### src/rtl/dmac_ctrl_arbiter.sv
// Control-port arbiter: round-robin selection among NB_REQ requesters onto a
// single DMA control target, one outstanding transaction at a time, with a
// response timeout that answers the requester with ERR_DATA.
module dmac_ctrl_arbiter #(
    parameter int unsigned           NB_REQ         = 10,
    parameter int unsigned           DATA_WIDTH     = 32,
    parameter int unsigned           ADDR_WIDTH     = 32,
    parameter int unsigned           BE_WIDTH       = DATA_WIDTH / 8,
    parameter int unsigned           ID_WIDTH       = $clog2(NB_REQ),
    parameter int unsigned           TIMEOUT_CYCLES = 255,
    parameter logic [DATA_WIDTH-1:0] ERR_DATA       = 32'hBADCAB1E
) (
    input  logic                              clk_i,
    input  logic                              rst_i,
    input  logic [NB_REQ-1:0]                 s_req_i,
    input  logic [NB_REQ-1:0]                 s_wen_i,
    input  logic [NB_REQ-1:0][ADDR_WIDTH-1:0] s_add_i,
    input  logic [NB_REQ-1:0][BE_WIDTH-1:0]   s_be_i,
    input  logic [NB_REQ-1:0][DATA_WIDTH-1:0] s_wdata_i,
    output logic [NB_REQ-1:0]                 s_gnt_o,
    output logic [NB_REQ-1:0]                 s_r_valid_o,
    output logic [DATA_WIDTH-1:0]             s_r_rdata_o,
    output logic                              m_req_o,
    output logic [ADDR_WIDTH-1:0]             m_add_o,
    output logic                              m_type_o,
    output logic [BE_WIDTH-1:0]               m_be_o,
    output logic [DATA_WIDTH-1:0]             m_wdata_o,
    output logic [ID_WIDTH-1:0]               m_id_o,
    input  logic                              m_gnt_i,
    input  logic                              m_r_valid_i,
    input  logic [DATA_WIDTH-1:0]             m_r_rdata_i,
    input  logic [ID_WIDTH-1:0]               m_r_id_i,
    output logic                              busy_o,
    output logic                              err_o
);

    // Counter is at least 8 bits and always wide enough for the limit.
    localparam int unsigned CNT_WIDTH =
        ($clog2(TIMEOUT_CYCLES + 1) > 8) ? $clog2(TIMEOUT_CYCLES + 1) : 8;
    // The timeout fires in the RESP cycle whose count, once incremented,
    // reaches TIMEOUT_CYCLES: i.e. TIMEOUT_CYCLES cycles after the grant.
    localparam logic [CNT_WIDTH-1:0] TIMEOUT_LAST = CNT_WIDTH'(TIMEOUT_CYCLES - 1);

    typedef enum logic [1:0] {
        ST_IDLE,
        ST_ISSUE,
        ST_RESP
    } state_e;

    state_e                  state_q, state_d;
    logic [ID_WIDTH-1:0]     rr_ptr_q, rr_ptr_d;
    logic [ID_WIDTH-1:0]     id_q, id_d;
    logic [ADDR_WIDTH-1:0]   add_q, add_d;
    logic                    wen_q, wen_d;
    logic [BE_WIDTH-1:0]     be_q, be_d;
    logic [DATA_WIDTH-1:0]   wdata_q, wdata_d;
    logic [CNT_WIDTH-1:0]    cnt_q, cnt_d;

    logic                    win_found;
    logic [ID_WIDTH-1:0]     win_idx;
    logic [ID_WIDTH-1:0]     cand;

    logic [NB_REQ-1:0]       gnt_c, rvalid_c;
    logic [DATA_WIDTH-1:0]   rdata_c;
    logic                    err_c;

    // Round-robin search: first requester at or after rr_ptr, wrapping.
    always_comb begin
        // NOTE: every always_comb output gets a default before any branch, so
        // no path leaves a signal unassigned and no latch is inferred.
        win_found = 1'b0;
        win_idx   = '0;
        cand      = '0;
        for (int unsigned i = 0; i < NB_REQ; i++) begin
            cand = ID_WIDTH'((32'(rr_ptr_q) + i) % NB_REQ);
            if (!win_found && s_req_i[cand]) begin
                win_found = 1'b1;
                win_idx   = cand;
            end
        end
    end

    // Next-state, capture and response-routing logic.
    always_comb begin
        state_d  = state_q;
        rr_ptr_d = rr_ptr_q;
        id_d     = id_q;
        add_d    = add_q;
        wen_d    = wen_q;
        be_d     = be_q;
        wdata_d  = wdata_q;
        cnt_d    = cnt_q;
        gnt_c    = '0;
        rvalid_c = '0;
        rdata_c  = '0;
        err_c    = 1'b0;

        unique case (state_q)
            ST_IDLE: begin
                // A response with nothing outstanding is dropped and flagged.
                err_c = m_r_valid_i;
                if (win_found) begin
                    id_d    = win_idx;
                    add_d   = s_add_i[win_idx];
                    wen_d   = s_wen_i[win_idx];
                    be_d    = s_be_i[win_idx];
                    wdata_d = s_wdata_i[win_idx];
                    state_d = ST_ISSUE;
                end
            end
            ST_ISSUE: begin
                err_c = m_r_valid_i;
                if (m_gnt_i) begin
                    gnt_c[id_q] = 1'b1;
                    rr_ptr_d    = (id_q == ID_WIDTH'(NB_REQ - 1)) ? '0 : id_q + 1'b1;
                    cnt_d       = '0;
                    state_d     = ST_RESP;
                end
            end
            ST_RESP: begin
                if (m_r_valid_i) begin
                    // Always routed to the captured requester; a foreign id
                    // only raises the error flag.
                    rvalid_c[id_q] = 1'b1;
                    rdata_c        = m_r_rdata_i;
                    err_c          = (m_r_id_i != id_q);
                    state_d        = ST_IDLE;
                end else if (cnt_q == TIMEOUT_LAST) begin
                    rvalid_c[id_q] = 1'b1;
                    rdata_c        = ERR_DATA;
                    err_c          = 1'b1;
                    state_d        = ST_IDLE;
                end else begin
                    cnt_d = cnt_q + 1'b1;
                end
            end
            default: state_d = ST_IDLE;
        endcase
    end

    // State and captured-transaction registers, synchronous reset.
    always_ff @(posedge clk_i) begin
        // NOTE: sequential state uses non-blocking assignments so every
        // register samples the pre-edge values regardless of statement order.
        if (rst_i) begin
            state_q  <= ST_IDLE;
            rr_ptr_q <= '0;
            id_q     <= '0;
            add_q    <= '0;
            wen_q    <= 1'b0;
            be_q     <= '0;
            wdata_q  <= '0;
            cnt_q    <= '0;
        end else begin
            state_q  <= state_d;
            rr_ptr_q <= rr_ptr_d;
            id_q     <= id_d;
            add_q    <= add_d;
            wen_q    <= wen_d;
            be_q     <= be_d;
            wdata_q  <= wdata_d;
            cnt_q    <= cnt_d;
        end
    end

    // Outputs are forced low while reset is asserted, so a reset arriving
    // mid-transaction never leaks a grant or response.
    logic issuing;
    assign issuing     = (state_q == ST_ISSUE) && !rst_i;

    assign s_gnt_o     = rst_i ? '0 : gnt_c;
    assign s_r_valid_o = rst_i ? '0 : rvalid_c;
    assign s_r_rdata_o = rst_i ? '0 : rdata_c;
    assign err_o       = rst_i ? 1'b0 : err_c;
    assign busy_o      = !rst_i && (state_q != ST_IDLE);

    assign m_req_o     = issuing;
    assign m_add_o     = issuing ? add_q : '0;
    assign m_type_o    = issuing & wen_q;
    assign m_be_o      = issuing ? be_q : '0;
    assign m_wdata_o   = issuing ? wdata_q : '0;
    assign m_id_o      = issuing ? id_q : '0;

endmodule

### config.mk
export PLATFORM = sky130hd
export DESIGN_NAME = dmac_ctrl_arbiter
export DESIGN_NICKNAME = d
export VERILOG_FILES = /design/src/rtl/dmac_ctrl_arbiter.sv
export SDC_FILE = /design/constraint.sdc
export NUM_CORES = 1
export LEC_CHECK = 0
export BUFFER_PORTS_ARGS = -buffer_cell sky130_fd_sc_hd__buf_2
export CAP_MARGIN = 0
export CORE_AREA = 2 2 335 337
export CTS_CLUSTER_DIAMETER = 200
export DETAILED_ROUTE_END_ITERATION = 8
export DIE_AREA = 0 0 337 339
export PLACE_DENSITY = 0.44
export SLEW_MARGIN = 30
export SYNTH_ARGS = -nofsm -noshare
export SYNTH_HDL_FRONTEND = slang
export SYNTH_SLANG_ARGS = --single-unit
### constraint.sdc
create_clock -name clk_i -period 6.05 [get_ports clk_i]
set_clock_uncertainty 0.05 [all_clocks]
set_input_delay 1.21 -clock clk_i [delete_from_list [all_inputs] [get_ports clk_i]]
set_output_delay 1.21 -clock clk_i [all_outputs]
set_load 0.02 [all_outputs]
==> summary.md, run 1 <==
| Metric | Value |
|---|---|
| Final wirelength | slightly below 100000 um |
| Yosys warns | 0 |
| Max Freq | 173 MHz |
| Maximum fanout along the worst path | 69 |
| Largest net degree at the start of global routing | 75 |
| # port buffers | just under 900 |
| Slew HR | between 40% and 50% |
| Sw Share | 52.6% |
| Worst Setup Start Kind | flop |
| Distinct cells, synth | 98 |
| Crit Reg-Reg Endpoint | add_q[19] |
| Post-layout util | ~20% |
| Core area | 0.110 mm2 |
| Syn Std Cell Area | between 0.01 and 0.015 mm2 |
| Crit-path slowest cell | or4_1 |
| P_leak | around 11 nW |
| Number of synthesized flops with an enable pin | 0 |
| Busiest grt layer | met2 |
| Final worst slack | ~270 ps |
| CTS Root Cell | clkbuf_16 |
| Flop pwr share | 12.1% |
| Cts bufs inserted | 9 |
| Drt wl/cell | 22.6 um |
| H-Tree Level Count | 3 |
| DR pass1 iterations | 5 |
| Clk_lat worst skew | 420 ps |
| Fillcell total | 12700 |
| I/O pins | between 800 and 900 |
| Share of cells above drive strength 1 | 39.9% |
| Mapped Cells | around 2000 |
| Slowest cell delay on critical path | approximately 570 ps |
| Syn nets | 2783 |
| Worst Path Arrival | 6100 ps |
| Vias in the first global route | around 19000 |
| Sink Count | 87 |
| Vias per inst | between 4 and 5 |
| Internal power | between 0.003 and 0.004 W |
| Post-synthesis async set-or-reset flop share | 0% |
| Min-delay worst type | flop to flop |
| Slew Limit Fails | 0 |
| VDD IR max | between 0.2 and 0.25 mV |
| GP Congestion | 0.950 |
| # nets final | roughly 3700 |
| Share of total power in combinational logic | between 80% and 90% |
| Register area share after synthesis | 12.2% |
| Layout area overhead | 53.1% |
| Remaining global-route overflow | 0 |
| Commonest non-fill, non-tap cell in the layout | buf_2 |
| Flop2flop setup slack | between 200 and 300 ps |
| Syn Area/Cell | just over 7 um2 |
| Die H | between 300 and 400 um |
| Clock power share | between 7 and 8% |
| CP endpoint kind | flop |
| Met2 Track Usage GR | roughly 29% |
| Starting density of the core | 12.9% |
| Crit Path Category | flop to flop |
| Part of the cycle the worst path needs | between 90 and 100% |
| CTS tree | done |
| Standard-cell row count | ~120 |
| RSZ-0062 raised after global routing | no |
| Switching power | 0.00440 W |
| GRT Util Overall | about 17% |
| Most frequent cells in the layout | 867 x buf_2, 293 x mux2i_1, 268 x nand2_1 |
| Die ar. | 0.114 mm2 |
| Setup violators final | 0 |
| DIE WIDTH | about 340 um |
| First-pass GRT wire length | between 100000 and 150000 um |
| Fin crit period | around 5800 ps |
| Worst-path clk slew | around 100 ps |
| Antenna violations before repair | 39 |
| Tot Pwr | approximately 0.0084 W |
| Final Hold Vio Count | 0 |
| Via count | 19800 |
| Cell Chain, Critical Path | buf_6, ha_4, ha_1, or2_2, ha_1, nand2b_1, a22oi_1, a21oi_1, xnor2_1, or4_1, a21boi_1, buf_4, or4_1, o21ai_0, o211ai_1, o21ai_4, buf_12, buf_12, nand3_1, o21ai_0, buf_4, a2bb2oi_1 |
| Worst Hold Depth | 2 |
| Pwr dens | between 300 and 400 mW/mm2 |
| Met1 Track Usage GR | about a fifth |
| MaxCap Viol Count | 0 |
| Global-route met3 utilization | roughly 3.0% |
| Seq cells post-synth | slightly below 90 |
| Hold EP | wdata_q[18] |
| Post-route DRC | 0 |
| Worst-margin pin slew | 884 ps |
| Worst Path Required | about 6400 ps |
| Clock buffer depth | 2 |
| Synth Flop Type | dfxtp_1 |
| DP HPWL | between 80000 and 90000 um |
| Hold Crit Start | wdata_q[18] |
| Post-DRT Antenna Nets | 0 |
| FF-to-FF Start | rr_ptr_q[2] |
| Initial DRC count | 1417 |
| Status | complete, no violations |
| Worst reg-to-reg path cell count | 22 |
| Pre-CTS WS | -207 ps |
-- area by class of cell --
class                           instances  area (um2)  share of cell area [%]
Sequential cell                        87        1750                    7.99
Clock inverter                          7        72.6                   0.332
Antenna cell                           12        30.0                   0.137
Clock buffer                            9         225                    1.03
Timing Repair Buffer                 1054        6120                    28.0
Multi-Input combinational cell       1696       11700                    53.3
Inverter                               38         148                   0.675
Tap cell                             1488        1860                    8.52
-- cells by family (layout without fill, tap and decap cells) --
family,Yosys count,in the layout,synth area share (%)
XOR/XNOR,31,31,2.01
buffers and inverters,225,1108,7.36
other,0,12,0
AO/OA/AOI/OAI,605,605,28.8
AND/OR/NAND/NOR,708,708,23.9
flip-flops,87,87,12.2
adder cells (fa/ha/maj),39,39,3.36
multiplexers,313,313,22.3
-- Yosys cell counts (5+ instances only) --
| cell type | count | area [um2] |
|---|---|---|
| mux2i_1 | 296 | 2960 |
| nand2_1 | 268 | 1010 |
| nand3_1 | 160 | 801 |
| a21oi_1 | 134 | 671 |
| o21ai_0 | 109 | 546 |
| and3_1 | 93 | 582 |
| clkbuf_1 | 93 | 349 |
| dfxtp_1 | 87 | 1740 |
| a2bb2oi_1 | 73 | 639 |
| nor2_1 | 72 | 270 |
| o2111ai_1 | 71 | 622 |
| o21ai_1 | 70 | 350 |
| buf_2 | 56 | 280 |
| ha_1 | 35 | 438 |
| inv_1 | 33 | 124 |
| nor3_1 | 21 | 105 |
| xnor2_1 | 20 | 175 |
| buf_4 | 14 | 105 |
| mux2_2 | 14 | 158 |
| nand2b_1 | 13 | 81.3 |
| a211o_1 | 12 | 105 |
| buf_1 | 12 | 45.0 |
| nor2b_1 | 12 | 75.1 |
| buf_6 | 11 | 124 |
| a211oi_1 | 10 | 75.1 |
| nor4_1 | 10 | 62.6 |
| or3_1 | 10 | 62.6 |
| a31oi_1 | 9 | 56.3 |
| and2_1 | 9 | 56.3 |
| xor2_1 | 9 | 78.8 |
| a21o_1 | 8 | 60.1 |
| nand4_1 | 8 | 50.1 |
| o211ai_1 | 7 | 52.6 |
| or2_2 | 7 | 43.8 |
| a221oi_1 | 6 | 52.6 |
| nand3b_1 | 6 | 45.0 |
| o21a_1 | 6 | 45.0 |
| o31ai_1 | 6 | 45.0 |
| o21bai_1 | 5 | 37.5 |
| o22a_1 | 5 | 43.8 |
-- critical path: cells and delay by family (launching register included) --
kind | cells | cell delay [ps]
simple gates | 5 | 1570
compound gates | 8 | 1430
buf+inv | 5 | 1160
fa+ha+maj | 3 | 790
flops | 1 | 400
xor+xnor | 1 | 230
-- power groups by stage --
stage	clock network, W	logic, W	registers (W)
2_1_floorplan	0	0.00416	0.000922
3_3_place_gp	0	0.00666	0.00102
3_5_place_dp	0	0.00666	0.00102
4_1_cts	0.000712	0.00670	0.00101
5_1_grt	0.000713	0.00720	0.00104
6_report	0.000662	0.00670	0.00101
-- worst max-delay path by stage --
stage,from,endpoint,slack (ps),depth (start not counted)
after global routing,rr_ptr_q[3],add_q[8],6,22
after CTS,rr_ptr_q[2],wdata_q[27],5,20
after floorplan,rr_ptr_q[0],wdata_q[14],670,25
final,rr_ptr_q[2],add_q[19],270,22
after detailed placement,rr_ptr_q[2],wdata_q[27],-210,20
after global placement,rr_ptr_q[2],wdata_q[27],-300,20
-- per-stage QoR --
step | instances | cell area (um2) | setup TNS (ps) | hold WS (ps)
6_report | 4391 | 21900 | 0 | 427
5_1_grt | 4383 | 21800 | 0 | 452
4_1_cts | 4378 | 21700 | 0 | 429
3_5_place_dp | 4362 | 21400 | -442 | 416
3_3_place_gp | 4362 | 21400 | -730 | 412
2_1_floorplan | 2008 | 14300 | 0 | 400
-- per-layer routing --
layer	part of all wire, %	vias up
met5	0.10	-
met4	1.4	16
met3	6.8	99
met2	50	846
met1	41	9501
li1	-	9334
-- sequential cells by signal, summed over array words and instances (netlist names) --
register,cells
add_q,32
wdata_q,32
cnt_q,8
be_q,4
id_q,4
rr_ptr_q,4
state_q,2
wen_q,1
-- what timing repair did --
action                     in CTS  in global routing
setup endpoints to repair       4                 69
buffers inserted                0                  1
hold endpoints to repair        0                  0
hold buffers                    0                  0
pin swaps                       0                  2
resized for setup               5                 21
No activity file was read; power rests on OpenSTA's default activity.
==> run 2: changes to the inputs <==
--- a/config.mk
+++ b/config.mk
@@ -5,13 +5,13 @@
 export SDC_FILE = /design/constraint.sdc
 export NUM_CORES = 1
 export LEC_CHECK = 0
-export BUFFER_PORTS_ARGS = -buffer_cell sky130_fd_sc_hd__buf_2
 export CAP_MARGIN = 0
 export CORE_AREA = 2 2 335 337
 export CTS_CLUSTER_DIAMETER = 200
 export DETAILED_ROUTE_END_ITERATION = 8
 export DIE_AREA = 0 0 337 339
-export PLACE_DENSITY = 0.44
+export DONT_BUFFER_PORTS = 1
+export PLACE_DENSITY = 0.37
 export SLEW_MARGIN = 30
 export SYNTH_ARGS = -nofsm -noshare
 export SYNTH_HDL_FRONTEND = slang
==> summary.md, run 2 (synthesized netlist as in run 1, its figures left out) <==
| Metric | Value |
|---|---|
| Status | complete, no violations |
| Hold Crit Start | wdata_q[19] |
| Die H | ~340 um |
| Most frequent cells in the layout | 295 x mux2i_1, 268 x nand2_1, 160 x nand3_1 |
| Setup violators final | 0 |
| Buf+Inv Stages, Crit Path | 7 |
| Initial DRC count | 1495 |
| Starting density of the core | about an eighth |
| Flop2flop setup slack | approximately 340 ps |
| Core area | ~0.11 mm2 |
| Hold buffers post-CTS | 0 |
| DP HPWL | approximately 74000 um |
| Worst Hold Depth | 2 |
| GP Congestion | ~0.94 |
| Worst Path Required | approximately 6300 ps |
| Hold EP | wdata_q[19] |
| Tot Pwr | ~0.0079 W |
| # nets final | between 2000 and 3000 |
| Fillcell total | between 10000 and 15000 |
| Top Registers | add_q x32, wdata_q x32, cnt_q x8 |
| Crit Path Category | flop to flop |
| FF-to-FF Start | rr_ptr_q[2] |
| Cts bufs inserted | 9 |
| CP endpoint kind | flop |
| Part of the cycle the worst path needs | ~94% |
| Final worst slack | 335 ps |
| Fin cells | 3485 |
| H-Tree Level Count | 3 |
| CTS tree | done |
| MaxCap Viol Count | 0 |
| Final Hold Vio Count | 0 |
| CTS Root Cell | clkbuf_16 |
| Worst Setup Start Kind | flop |
| Placed cells | between 3000 and 4000 |
| Largest net degree at the start of global routing | between 50 and 60 |
| Pre-CTS WS | between 100 and 150 ps |
| Worst Path Arrival | about 6000 ps |
| Slew HR | 36.2% |
| Clk_lat worst skew | a little over 400 ps |
| Worst-path clk slew | around 100 ps |
| DIE WIDTH | approximately 340 um |
| Final Cell Area | roughly 0.017 mm2 |
| Max Freq | ~170 MHz |
| Vias per inst | 4.69 |
| Drt wl/cell | ~26 um |
| Layout area overhead | 20.5% |
| DR pass1 iterations | 5 |
| GRT Util Overall | 14.8% |
| P_leak | roughly 7 nW |
| VDD IR max | ~0.23 mV |
| Post-DRT Antenna Nets | 0 |
| Placed cell area | 0.0168 mm2 |
| Sink Count | 87 |
| Pwr dens | around 460 mW/mm2 |
| Slowest cell delay on critical path | around 620 ps |
| Crit-path slowest cell | a2111oi_0 |
| Via count | 16300 |
| Maximum fanout along the worst path | 41 |
| Slew Limit Fails | 0 |
| # port buffers | 0 |
| Stages on the worst setup path | 23 |
| Vias in the first global route | approximately 15000 |
| Post-route DRC | 0 |
| Crit Reg-Reg Endpoint | add_q[8] |
| Worst-margin pin slew | 950 ps |
| Share of cells above drive strength 1 | 12.4% |
| Fin crit period | between 5000 and 6000 ps |
| Commonest non-fill, non-tap cell in the layout | mux2i_1 |
| Cell mode on critical path | buf_4 |
| First-pass GRT wire length | approximately 120000 um |
| Worst reg-to-reg path cell count | 23 |
| Final wirelength | between 80000 and 90000 um |
| I/O pins | between 800 and 900 |
| Min-delay worst type | flop to flop |
| Die ar. | 0.114 mm2 |
| Crit path max-delay family | compound AO/OA/AOI/OAI gates |
| Antenna violations before repair | 20 |
| Cell Chain, Critical Path | buf_4, ha_1, buf_4, a21bo_2, nand3_1, ha_1, nor2b_2, a2111oi_0, a211oi_2, and2_1, o32ai_2, nor3_2, buf_4, nand2_1, nor3_2, buf_4, a22oi_1, o21ai_4, buf_12, buf_4, o21ai_0, buf_4, a2bb2oi_1 |
| Clock buffer depth | 2 |
| Standard-cell row count | between 100 and 150 |
| Remaining global-route overflow | 0 |
[run 2: changes by cell type in the layout (fill, tap and decap cells not counted), sizes merged]
cell / before / now
inv: 40 / 39
clkinv: 3 / 6
clkinvlp: 2 / 0
buf: 1054 / 148
[run 2: area by class of cell]
cell class	count	area (um2)	area share, %
clock inverter	7	86.3	0.502
clock buffer	9	225	1.31
antenna	12	30.0	0.175
multi-input combinational	1696	11600	67.6
sequential	87	1750	10.1
tap	1488	1860	10.8
inverter	38	144	0.837
timing repair buffer	148	1470	8.57
[run 2: how the worst max path moves through the flow]
stage                 from          end  slack, ps
2_1_floorplan  rr_ptr_q[0]  wdata_q[14]        670
3_3_place_gp   rr_ptr_q[2]     add_q[1]         70
3_5_place_dp   rr_ptr_q[2]     add_q[1]        140
4_1_cts        rr_ptr_q[2]     add_q[1]         90
5_1_grt        rr_ptr_q[2]     add_q[8]        -20
6_report       rr_ptr_q[2]     add_q[8]        340
[run 2: worst reg2reg max path, delay by kind of cell (launching register included)]
family,cells,cell delay [ps]
AO/OA/AOI/OAI,8,2390
adder cells (fa/ha/maj),2,490
buffers and inverters,7,1480
flip-flops,1,350
AND/OR/NAND/NOR,6,890
[run 2: repair_timing]
action | CTS | global route
resized for setup | 0 | 19
buffers inserted | 0 | 1
endpoints found under the setup margin | 0 | 63
[run 2: where the power goes]
group          leakage (nW)  switching [W]  internal (W)  total (W)
registers             0.718       0.000190      0.000830    0.00102
clock network         0.151       0.000368      0.000298   0.000666
logic                  5.98        0.00375       0.00249    0.00624
[run 2: through the flow]
stage	hold slack, ps	setup TNS, ps	util, %
after floorplan	400	0	-
after global placement	416	0	15.2
after detailed placement	419	0	15.2
after CTS	431	0	15.5
after global routing	444	-21.4	15.6
final	431	0	15.6
[run 2: per-layer routing]
metal  GRT usage, %  vias to the layer above  wire [um]
met5              0                        -         27
met4           4.84                        4       2690
met3           3.09                       89       6480
met2           23.6                      813      41400
met1           19.7                     7945      39100
li1               -                     7496          -
